`config.mk`:
```
export PLATFORM = sky130hd
export DESIGN_NAME = frame_buf_ctrl_flat
export DESIGN_NICKNAME = d
export VERILOG_FILES = /design/src/rtl/frame_buf_ctrl_if.sv /design/src/rtl/frame_buf_ctrl.sv /design/src/flat_wrapper.sv
export SDC_FILE = /design/constraint.sdc
export NUM_CORES = 1
export LEC_CHECK = 0
export CAP_MARGIN = 0
export CORE_MARGIN = 2
export CORE_UTILIZATION = 54
export CTS_CLUSTER_DIAMETER = 150
export DETAILED_ROUTE_END_ITERATION = 6
export HOLD_SLACK_MARGIN = 0.1
export PLACE_DENSITY = 0.77
export SYNTH_ARGS = -nofsm -noshare
export SYNTH_HDL_FRONTEND = slang
export SYNTH_SLANG_ARGS = --single-unit
```
`constraint.sdc`:
```
create_clock -name clk -period 3.3 [get_ports clk]
set_clock_uncertainty 0.1 [all_clocks]
set_input_delay 0.495 -clock clk [delete_from_list [all_inputs] [get_ports clk]]
set_output_delay 0.495 -clock clk [all_outputs]
set_load 0.01 [all_outputs]
```
`src/rtl/frame_buf_ctrl_if.sv`:
```
// Bus bundle between frame_buf_ctrl and its environment (camera FIFO,
// sdram_core request channels, SPI FIFO flag and status outputs).
//   master : frame_buf_ctrl side (drives requests, addresses and status)
//   slave  : environment side (drives FIFO level, pulses and finish strobes)
interface frame_buf_ctrl_if #(
    parameter int unsigned APP_ADDR_WIDTH = 24,
    parameter int unsigned USED_WIDTH     = 10
);
    logic [USED_WIDTH-1:0]     fifo_rdusedw;
    logic                      frame_sync;
    logic                      rd_start;
    logic                      out_fifo_full;
    logic                      wr_burst_req;
    logic [APP_ADDR_WIDTH-1:0] wr_burst_addr;
    logic                      wr_burst_finish;
    logic                      rd_burst_req;
    logic [APP_ADDR_WIDTH-1:0] rd_burst_addr;
    logic                      rd_burst_finish;
    logic                      frame_valid;
    logic                      reading;
    logic [7:0]                drop_cnt;

    modport master (
        input  fifo_rdusedw, frame_sync, rd_start, out_fifo_full,
               wr_burst_finish, rd_burst_finish,
        output wr_burst_req, wr_burst_addr, rd_burst_req, rd_burst_addr,
               frame_valid, reading, drop_cnt
    );

    modport slave (
        output fifo_rdusedw, frame_sync, rd_start, out_fifo_full,
               wr_burst_finish, rd_burst_finish,
        input  wr_burst_req, wr_burst_addr, rd_burst_req, rd_burst_addr,
               frame_valid, reading, drop_cnt
    );
endinterface

```
`src/rtl/frame_buf_ctrl.sv`:
```
// Double-buffered frame sequencer in front of sdram_core.
// Drains the camera FIFO into SDRAM in fixed bursts, ping-ponging between two
// frame regions (address MSB), and streams the last completed frame back out
// as single-word reads. One SDRAM request outstanding; writes beat reads.
// Ports:
//   clk  : system clock (clk_143)
//   nrst : asynchronous reset, active low
//   bus  : frame_buf_ctrl_if master modport (FIFO level, sync/start pulses,
//          write/read request channels, frame_valid/reading/drop_cnt status)
module frame_buf_ctrl #(
    parameter int unsigned APP_ADDR_WIDTH = 24,
    parameter int unsigned USED_WIDTH     = 10,
    parameter int unsigned BURST_LEN      = 256,
    parameter int unsigned FRAME_WORDS    = 65536
) (
    input  logic             clk,
    input  logic             nrst,
    frame_buf_ctrl_if.master bus
);
    localparam int unsigned OFF_W = APP_ADDR_WIDTH - 1;
    localparam int unsigned UW1   = USED_WIDTH + 1;
    localparam logic [OFF_W-1:0] BURST_OFF  = OFF_W'(BURST_LEN);
    localparam logic [OFF_W-1:0] FRAME_END  = OFF_W'(FRAME_WORDS);
    localparam logic [OFF_W-1:0] LAST_RD    = OFF_W'(FRAME_WORDS - 1);
    localparam logic [UW1-1:0]   BURST_USED = UW1'(BURST_LEN);

    typedef enum logic [1:0] {IDLE, WR_BUSY, RD_BUSY} state_t;

    state_t                    r_state,     w_state_nxt;
    logic                      r_wr_bank,   w_wr_bank_nxt;
    logic                      r_rd_bank,   w_rd_bank_nxt;
    logic [OFF_W-1:0]          r_wr_off,    w_wr_off_nxt;
    logic [OFF_W-1:0]          r_rd_off,    w_rd_off_nxt;
    logic                      r_sync_pend, w_sync_pend_nxt;
    logic                      r_frame_valid, w_frame_valid_nxt;
    logic                      r_reading,   w_reading_nxt;
    logic [7:0]                r_drop_cnt,  w_drop_cnt_nxt;
    logic                      r_wr_req,    w_wr_req_nxt;
    logic [APP_ADDR_WIDTH-1:0] r_wr_addr,   w_wr_addr_nxt;
    logic                      r_rd_req,    w_rd_req_nxt;
    logic [APP_ADDR_WIDTH-1:0] r_rd_addr,   w_rd_addr_nxt;

    logic             w_rd_accept;
    logic             w_wr_elig;
    logic             w_frame_done;
    logic [OFF_W-1:0] w_wr_off_inc;

    assign w_rd_accept  = bus.rd_start && r_frame_valid && !r_reading;
    assign w_wr_elig    = {1'b0, bus.fifo_rdusedw} >= BURST_USED;
    assign w_wr_off_inc = r_wr_off + BURST_OFF;

    // Next-state and next-output logic
    always_comb begin
        w_state_nxt       = r_state;
        w_wr_bank_nxt     = r_wr_bank;
        w_rd_bank_nxt     = r_rd_bank;
        w_wr_off_nxt      = r_wr_off;
        w_rd_off_nxt      = r_rd_off;
        w_sync_pend_nxt   = r_sync_pend;
        w_frame_valid_nxt = r_frame_valid;
        w_reading_nxt     = r_reading;
        w_drop_cnt_nxt    = r_drop_cnt;
        w_wr_req_nxt      = r_wr_req;
        w_wr_addr_nxt     = r_wr_addr;
        w_rd_req_nxt      = r_rd_req;
        w_rd_addr_nxt     = r_rd_addr;
        w_frame_done      = 1'b0;

        if (w_rd_accept) begin
            w_reading_nxt     = 1'b1;
            w_rd_off_nxt      = '0;
            w_frame_valid_nxt = 1'b0;
        end

        case (r_state)
            IDLE: begin
                // No write in flight: realign at once, and a burst launched
                // in this same cycle already starts at offset 0.
                if (bus.frame_sync) w_wr_off_nxt = '0;
                if (w_wr_elig) begin
                    w_state_nxt   = WR_BUSY;
                    w_wr_req_nxt  = 1'b1;
                    w_wr_addr_nxt = {r_wr_bank, w_wr_off_nxt};
                end else if (r_reading && !bus.out_fifo_full) begin
                    w_state_nxt   = RD_BUSY;
                    w_rd_req_nxt  = 1'b1;
                    w_rd_addr_nxt = {r_rd_bank, r_rd_off};
                end
            end
            WR_BUSY: begin
                if (bus.wr_burst_finish) begin
                    w_state_nxt     = IDLE;
                    w_wr_req_nxt    = 1'b0;
                    w_sync_pend_nxt = 1'b0;
                    if (r_sync_pend || bus.frame_sync) begin
                        w_wr_off_nxt = '0;
                    end else if (w_wr_off_inc == FRAME_END) begin
                        w_wr_off_nxt = '0;
                        w_frame_done = 1'b1;
                    end else begin
                        w_wr_off_nxt = w_wr_off_inc;
                    end
                end else if (bus.frame_sync) begin
                    w_sync_pend_nxt = 1'b1;
                end
            end
            RD_BUSY: begin
                if (bus.frame_sync) w_wr_off_nxt = '0;
                if (bus.rd_burst_finish) begin
                    w_state_nxt  = IDLE;
                    w_rd_req_nxt = 1'b0;
                    if (r_rd_off == LAST_RD) begin
                        w_reading_nxt = 1'b0;
                        w_rd_off_nxt  = '0;
                    end else begin
                        w_rd_off_nxt = r_rd_off + 1'b1;
                    end
                end
            end
            default: w_state_nxt = IDLE;
        endcase

        // Completed frame: publish it, or drop it if a readout owns rd_bank.
        if (w_frame_done) begin
            if (r_reading || w_rd_accept) begin
                if (r_drop_cnt != 8'hFF) w_drop_cnt_nxt = r_drop_cnt + 8'd1;
            end else begin
                w_rd_bank_nxt     = r_wr_bank;
                w_wr_bank_nxt     = ~r_wr_bank;
                w_frame_valid_nxt = 1'b1;
            end
        end
    end

    // State and output registers
    always_ff @(posedge clk or negedge nrst) begin
        if (!nrst) begin
            r_state       <= IDLE;
            r_wr_bank     <= 1'b0;
            r_rd_bank     <= 1'b0;
            r_wr_off      <= '0;
            r_rd_off      <= '0;
            r_sync_pend   <= 1'b0;
            r_frame_valid <= 1'b0;
            r_reading     <= 1'b0;
            r_drop_cnt    <= 8'd0;
            r_wr_req      <= 1'b0;
            r_wr_addr     <= '0;
            r_rd_req      <= 1'b0;
            r_rd_addr     <= '0;
        end else begin
            r_state       <= w_state_nxt;
            r_wr_bank     <= w_wr_bank_nxt;
            r_rd_bank     <= w_rd_bank_nxt;
            r_wr_off      <= w_wr_off_nxt;
            r_rd_off      <= w_rd_off_nxt;
            r_sync_pend   <= w_sync_pend_nxt;
            r_frame_valid <= w_frame_valid_nxt;
            r_reading     <= w_reading_nxt;
            r_drop_cnt    <= w_drop_cnt_nxt;
            r_wr_req      <= w_wr_req_nxt;
            r_wr_addr     <= w_wr_addr_nxt;
            r_rd_req      <= w_rd_req_nxt;
            r_rd_addr     <= w_rd_addr_nxt;
        end
    end

    assign bus.wr_burst_req  = r_wr_req;
    assign bus.wr_burst_addr = r_wr_addr;
    assign bus.rd_burst_req  = r_rd_req;
    assign bus.rd_burst_addr = r_rd_addr;
    assign bus.frame_valid   = r_frame_valid;
    assign bus.reading       = r_reading;
    assign bus.drop_cnt      = r_drop_cnt;
endmodule

```
`src/flat_wrapper.sv`:
```
// flat-port wrapper written by rule: the top's interface ports become plain ports
module frame_buf_ctrl_flat 
#(
    parameter int unsigned APP_ADDR_WIDTH = 24,
    parameter int unsigned USED_WIDTH     = 10,
    parameter int unsigned BURST_LEN      = 256,
    parameter int unsigned FRAME_WORDS    = 65536
)
  (clk, nrst, bus_fifo_rdusedw, bus_frame_sync, bus_rd_start, bus_out_fifo_full, bus_wr_burst_finish, bus_rd_burst_finish, bus_wr_burst_req, bus_wr_burst_addr, bus_rd_burst_req, bus_rd_burst_addr, bus_frame_valid, bus_reading, bus_drop_cnt);
  frame_buf_ctrl_if #(.APP_ADDR_WIDTH(APP_ADDR_WIDTH), .USED_WIDTH(USED_WIDTH)) bus_i ();
  input  logic clk;
  input  logic nrst;
  input wire logic [$bits(bus_i.fifo_rdusedw)-1:0] bus_fifo_rdusedw;
  input wire logic [$bits(bus_i.frame_sync)-1:0] bus_frame_sync;
  input wire logic [$bits(bus_i.rd_start)-1:0] bus_rd_start;
  input wire logic [$bits(bus_i.out_fifo_full)-1:0] bus_out_fifo_full;
  input wire logic [$bits(bus_i.wr_burst_finish)-1:0] bus_wr_burst_finish;
  input wire logic [$bits(bus_i.rd_burst_finish)-1:0] bus_rd_burst_finish;
  output wire logic [$bits(bus_i.wr_burst_req)-1:0] bus_wr_burst_req;
  output wire logic [$bits(bus_i.wr_burst_addr)-1:0] bus_wr_burst_addr;
  output wire logic [$bits(bus_i.rd_burst_req)-1:0] bus_rd_burst_req;
  output wire logic [$bits(bus_i.rd_burst_addr)-1:0] bus_rd_burst_addr;
  output wire logic [$bits(bus_i.frame_valid)-1:0] bus_frame_valid;
  output wire logic [$bits(bus_i.reading)-1:0] bus_reading;
  output wire logic [$bits(bus_i.drop_cnt)-1:0] bus_drop_cnt;
  assign bus_i.fifo_rdusedw = bus_fifo_rdusedw;
  assign bus_i.frame_sync = bus_frame_sync;
  assign bus_i.rd_start = bus_rd_start;
  assign bus_i.out_fifo_full = bus_out_fifo_full;
  assign bus_i.wr_burst_finish = bus_wr_burst_finish;
  assign bus_i.rd_burst_finish = bus_rd_burst_finish;
  assign bus_wr_burst_req = bus_i.wr_burst_req;
  assign bus_wr_burst_addr = bus_i.wr_burst_addr;
  assign bus_rd_burst_req = bus_i.rd_burst_req;
  assign bus_rd_burst_addr = bus_i.rd_burst_addr;
  assign bus_frame_valid = bus_i.frame_valid;
  assign bus_reading = bus_i.reading;
  assign bus_drop_cnt = bus_i.drop_cnt;
  frame_buf_ctrl #(.APP_ADDR_WIDTH(APP_ADDR_WIDTH), .USED_WIDTH(USED_WIDTH), .BURST_LEN(BURST_LEN), .FRAME_WORDS(FRAME_WORDS)) u_core (.clk(clk), .nrst(nrst), .bus(bus_i));
endmodule
```
### Word level (Yosys, flattened, before mapping)

Cells that the tools add are included.
W data, S select, Z words.

| word-level totals | value |
|---|---|
| register bits | 111 |
| bits of input ports | 17 |
| output and inout bits | 60 |
| word-level logic and storage cells | 87 |

| operators by class | value |
|---|---|
| $add $sub $neg | 3 |
| $lt $le $gt $ge | 1 |
| equal/unequal tests | 11 |
| mux-type cells | 34 |
| bitwise logic cells | 3 |
| reductions and logical operators | 22 |

Operators by type and width:

| operator | count |
|---|---|
| $mux W23 | 8 |
| $pmux W23 S2 | 1 |
| $add A23 B1 Y23 const B | 1 |
| $add A23 B9 Y23 const B | 1 |
| $eq A23 B16 Y1 const B | 1 |
| $eq A23 B17 Y1 const B | 1 |
| $mux W1 | 18 |
| $reduce_and A3 Y1 | 4 |
| $ge A10 B9 Y1 const B | 1 |
| $add A8 B1 Y8 const B | 1 |
| $mux W2 | 4 |
| $ne A8 B8 Y1 const B | 1 |
| $reduce_and A2 Y1 | 4 |
| $reduce_bool A2 Y1 | 4 |
| $ne A2 B2 Y1 const B | 3 |
| $pmux W2 S3 | 1 |
| $ne A2 B1 Y1 const B | 2 |
| $pmux W1 S2 | 2 |
| $reduce_and A4 Y1 | 1 |
| $logic_and A1 B1 Y1 | 3 |
| $ne A3 B1 Y1 const B | 1 |
| $not A1 Y1 | 3 |
| $eq A2 B1 Y1 const B | 1 |
| $eq A2 B2 Y1 const B | 1 |
| 4 further kinds | 6 |

### Longest topological paths before layout

| logic depth | value |
|---|---|
| depth in word-level cells | 7 |
| depth in mapped cells | 9 |
| depth with buffers taken out | 8 |

### Least setup slack after synthesis

OpenSTA, ideal clock, no wires.

| timing path | value |
|---|---|
| path type | register -> register |
| from | reg u_core.r_wr_off[8] |
| to | reg u_core.r_rd_bank |
| setup time | 128 ps |
| data arrival time | 2402 ps |
| data required time | 3072 ps |
| slack | 671 ps |
| cell stages (with the launch flop) | 9 |
| path buffers | 0 |
| period minus slack after synthesis | 2629 ps |
| cell sequence | dfrtp_1 -> ha_1 -> nand3_2 -> xnor2_1 -> or4b_1 -> a211oi_2 -> o2111ai_2 -> nor2_2 -> mux2_1 |

| between the ends | value |
|---|---|
| word-level cells in the longest chain between the ends | 7 |

RTL lines:

| item | line | RTL |
|---|---|---|
| from (decl) | frame_buf_ctrl.sv:32 | `logic [OFF_W-1:0] r_wr_off, w_wr_off_nxt;` |
| from (signal assigned) | frame_buf_ctrl.sv:155 | `r_wr_off <= w_wr_off_nxt;` |
| $add A23 B9 Y23 | frame_buf_ctrl.sv:50 | `assign w_wr_off_inc = r_wr_off + BURST_OFF;` |
| $eq A23 B17 Y1 | frame_buf_ctrl.sv:97 | `end else if (w_wr_off_inc == FRAME_END) begin` |
| $mux W1 | frame_buf_ctrl.sv:97 |  |
| $mux W1 | frame_buf_ctrl.sv:95 | `if (r_sync_pend \|\| bus.frame_sync) begin` |
| $mux W1 | frame_buf_ctrl.sv:91 | `if (bus.wr_burst_finish) begin` |
| $mux W1 | frame_buf_ctrl.sv:75 | `case (r_state)` |
| $reduce_and A2 Y1 (no source line) | -- |  |
| to (signal assigned) | frame_buf_ctrl.sv:154 | `r_rd_bank <= w_rd_bank_nxt;` |
| to (decl) | frame_buf_ctrl.sv:31 | `logic r_rd_bank, w_rd_bank_nxt;` |

Every way passes these cells.
A chain may end at the register's enable or synchronous reset.

### Worst setup path in the final report

Ends and elaborated chain as after synthesis.

==> metrics.yaml <==
global_routing:
  antenna_found_initial: 0
  grt-ovfl-total: 0
  grt_pass1_vias: 3787
  grt_first_pass_wirelength_um: 18710
  grt_max_degree: 112
  grt_usage_pct: 22.88
pwr:
  p_comb_share_pct: 8.4
  p_leak_nw: 2.813
  power_mw: 2.434
  powerDensity_mw_per_mm2: 393.1
  p_sw_uw: 633.9
  seqPwrFrac_pct: 57.7
  power_frac_clock_pct: 34.0
  p_int_mw: 1.800
  switching_share_pct: 26.04
  ir_worst_vdd_mv: 0.2896
setup_path:
  crit_chain: "ha_1, nand3_2, xnor2_1, or4b_1, a211oi_2, o2111ai_2, nor2_2, mux2_1"
  cpPeakStageDelay_ns: 0.58
  path_max_fanout: 8
  path_class: "reg -> reg"
  arrival_ns: 3.23
  worstPathRequired_ns: 3.46
  crit_buf_inv: 0
  cp_slowest_cell: "or4b_1"
  end_kind: "flip-flop"
  worst_path_dominant_cell_family: "simple AND/OR/NAND/NOR gates"
  crit_path_start_kind: "flip-flop"
cells_and_area:
  fin_nets: 594
  final_area_mm2: 0.006192
  instances_no_fill: 707
  syn_to_final_growth_pct: 19.57
  fillCellCount: 777
  antenna_cells: 0
  final_layout_size_suffix_gt1_share_pct: 10.55
floorplanning:
  fp.dieW_um: 101.9
  io-pin-count: 77
  initial_utilization_pct: 55.78
  die_y_um: 101.9
  core_area_mm2: 0.009284
  fp-row-count: 35
  die-area_mm2: 0.01039
logic_synthesis:
  synth_edf_count: 0
  syn_area_per_cell_um2: 10.09
  synth-seq-area-share_pct: 53.64
  syn_nets: 534
  yosysTopAreaCellShare_pct: 53.64
  yosysTopAreaCell: "dfrtp_1"
  yosys_warnings: 0
  syn_area_mm2: 0.005179
  yosys-top-cells-area: "dfrtp_1, nand2_1, mux2_2, o21ai_0, nand3b_1"
  synth_seq_cells: 111
  ys_top_cells_by_count: "dfrtp_1, nand2_1, o21ai_0"
  netlist_instances: 513
  synth_ff_type: "dfrtp_1"
  async_flop_share_pct: 100.0
  synth_cell_types: 53
  yosysMostFrequentCell: "dfrtp_1"
timing:
  finalSetupViolCount: 0
  fmax_mhz: 325.5
  setup_ws_ns: 0.2277
  fin_crit_sh_pct: 93.10
  fin_crit_ns: 3.072
  setup_tns_ns: 0
  hold_viol_final: 0
  drv_slew: 0
  slew_headroom_pct: 13.59
  worst_pin_slew_ns: 1.296
  grt_setup_unrepaired: "false"
placement:
  placed_cell_area_mm2: 0.005996
  dp.cells: 691
  io_buffers: 68
  gp_congestion: 0.9210
  place.detailed.hpwl_um: 7413
  dp_slack_ns: 0.3025
status:
  outcome: "completed"
clock_tree:
  clock_path_buffers: 2
  cts_max_level: 3
  cts.clk_slew.worst_paths_ns: 0.10
  holdBufCountCts: 0
  cts_sinks: 111
  insertion_delay_ns: 0.37
  cts-resized-gates: 0
  root_buffer: "clkbuf_8"
  tritoncts: "yes"
  post_cts_buffers: 0
  cts_buffers: 9
flow_run:
  drv_cap: 0
route:
  vias: 4076
  wire_per_inst_um: 15.58
  drtPass1Iterations: 5
  ant_nets: 0
  wl_um: 11010
  drc: 0
  viasPerCell: 5.765
  drt_iter0_drc: 245
worst_hold_path:
  hp-class: "in -> async"
==> sequential cells by signal, indices dropped and copies added, names as in the netlist, named ones only <==
| register | cells |
|---|---|
| u_core.bus.wr_burst_req | 1 |
| u_core.bus.wr_burst_addr | 24 |
| u_core.r_rd_off | 23 |
| u_core.r_sync_pend | 1 |
| u_core.r_state | 2 |
| u_core.bus.rd_burst_req | 1 |
| u_core.bus.rd_burst_addr | 24 |
| u_core.r_wr_bank | 1 |
| u_core.r_rd_bank | 1 |
| u_core.r_wr_off | 23 |
| u_core.bus.reading | 1 |
| u_core.bus.drop_cnt | 8 |
==> power groups by stage <==
| stage | clock (mW) | combinational, mW | sequential (mW) |
|---|---|---|---|
| after floorplan | 0 | 0.106 | 1.42 |
| after global placement | 0 | 0.199 | 1.43 |
| after detailed placement | 0 | 0.206 | 1.43 |
| after CTS | 0.844 | 0.208 | 1.40 |
| after global routing | 0.896 | 0.231 | 1.41 |
| final | 0.827 | 0.204 | 1.40 |
==> area by class of cell <==
cell class	count	area, um^2	share of cell area, %
Clock buffer	10	127.6	2.061
Clock inverter	6	68.82	1.111
Inverter	5	18.77	0.3031
Multi-Input combinational cell	367	2265	36.57
Sequential cell	111	2778	44.86
Tap cell	129	161.4	2.607
Timing Repair Buffer	79	773.2	12.49
==> worst paths after layout <==
kind,start,to,slack (ns),cells after the start
min,nrst,u_core.bus.rd_burst_addr[1],0.06,2
min in group clk,u_core.bus.wr_burst_addr[3],u_core.bus.wr_burst_addr[3],0.37,2
min reg2reg,u_core.bus.wr_burst_addr[3],u_core.bus.wr_burst_addr[3],0.37,2
max,u_core.r_wr_off[8],u_core.r_rd_bank,0.23,8
max reg2reg,u_core.r_wr_off[8],u_core.r_rd_bank,0.23,8
max in group asynchronous,nrst,asynchronous set/reset pin,2.56,2
==> cells in the final DEF, fill, tap and decap left out, drive strengths merged, types with 13 or more instances in the layout <==
cell type,netlist,routed
nand4,13,13
nor2,28,28
nand2,84,84
o31ai,14,14
o21ai,37,37
dfrtp,111,111
nand3,27,27
clkdlybuf4s50,0,67
mux2,26,26
nand3b,24,24
and3,13,13
==> cells by family after synthesis <==
group / share of synthesized area [%]
compound gates: 11.16
flops: 53.64
fa+ha+maj: 0.9665
simple gates: 23.22
xor+xnor: 2.368
buf+inv: 2.803
mux: 5.847
==> per-stage QoR <==
| stage | utilization (%) | hold WS, ns |
|---|---|---|
| floorplan | - | 0.09941 |
| global placement | 64.58 | 0.3500 |
| detailed placement | 64.58 | 0.3551 |
| CTS | 66.70 | 0.1128 |
| global route | 66.70 | 0.1168 |
| finish | 66.70 | 0.05753 |
==> metal layers <==
metal,part of all wire [%],global-route usage [%]
met4,0.88,6.462
met5,0,0
met2,46,34.92
met1,47,33.33
met3,6.0,5.130
Note: power is estimated with default switching activity, not from simulation.
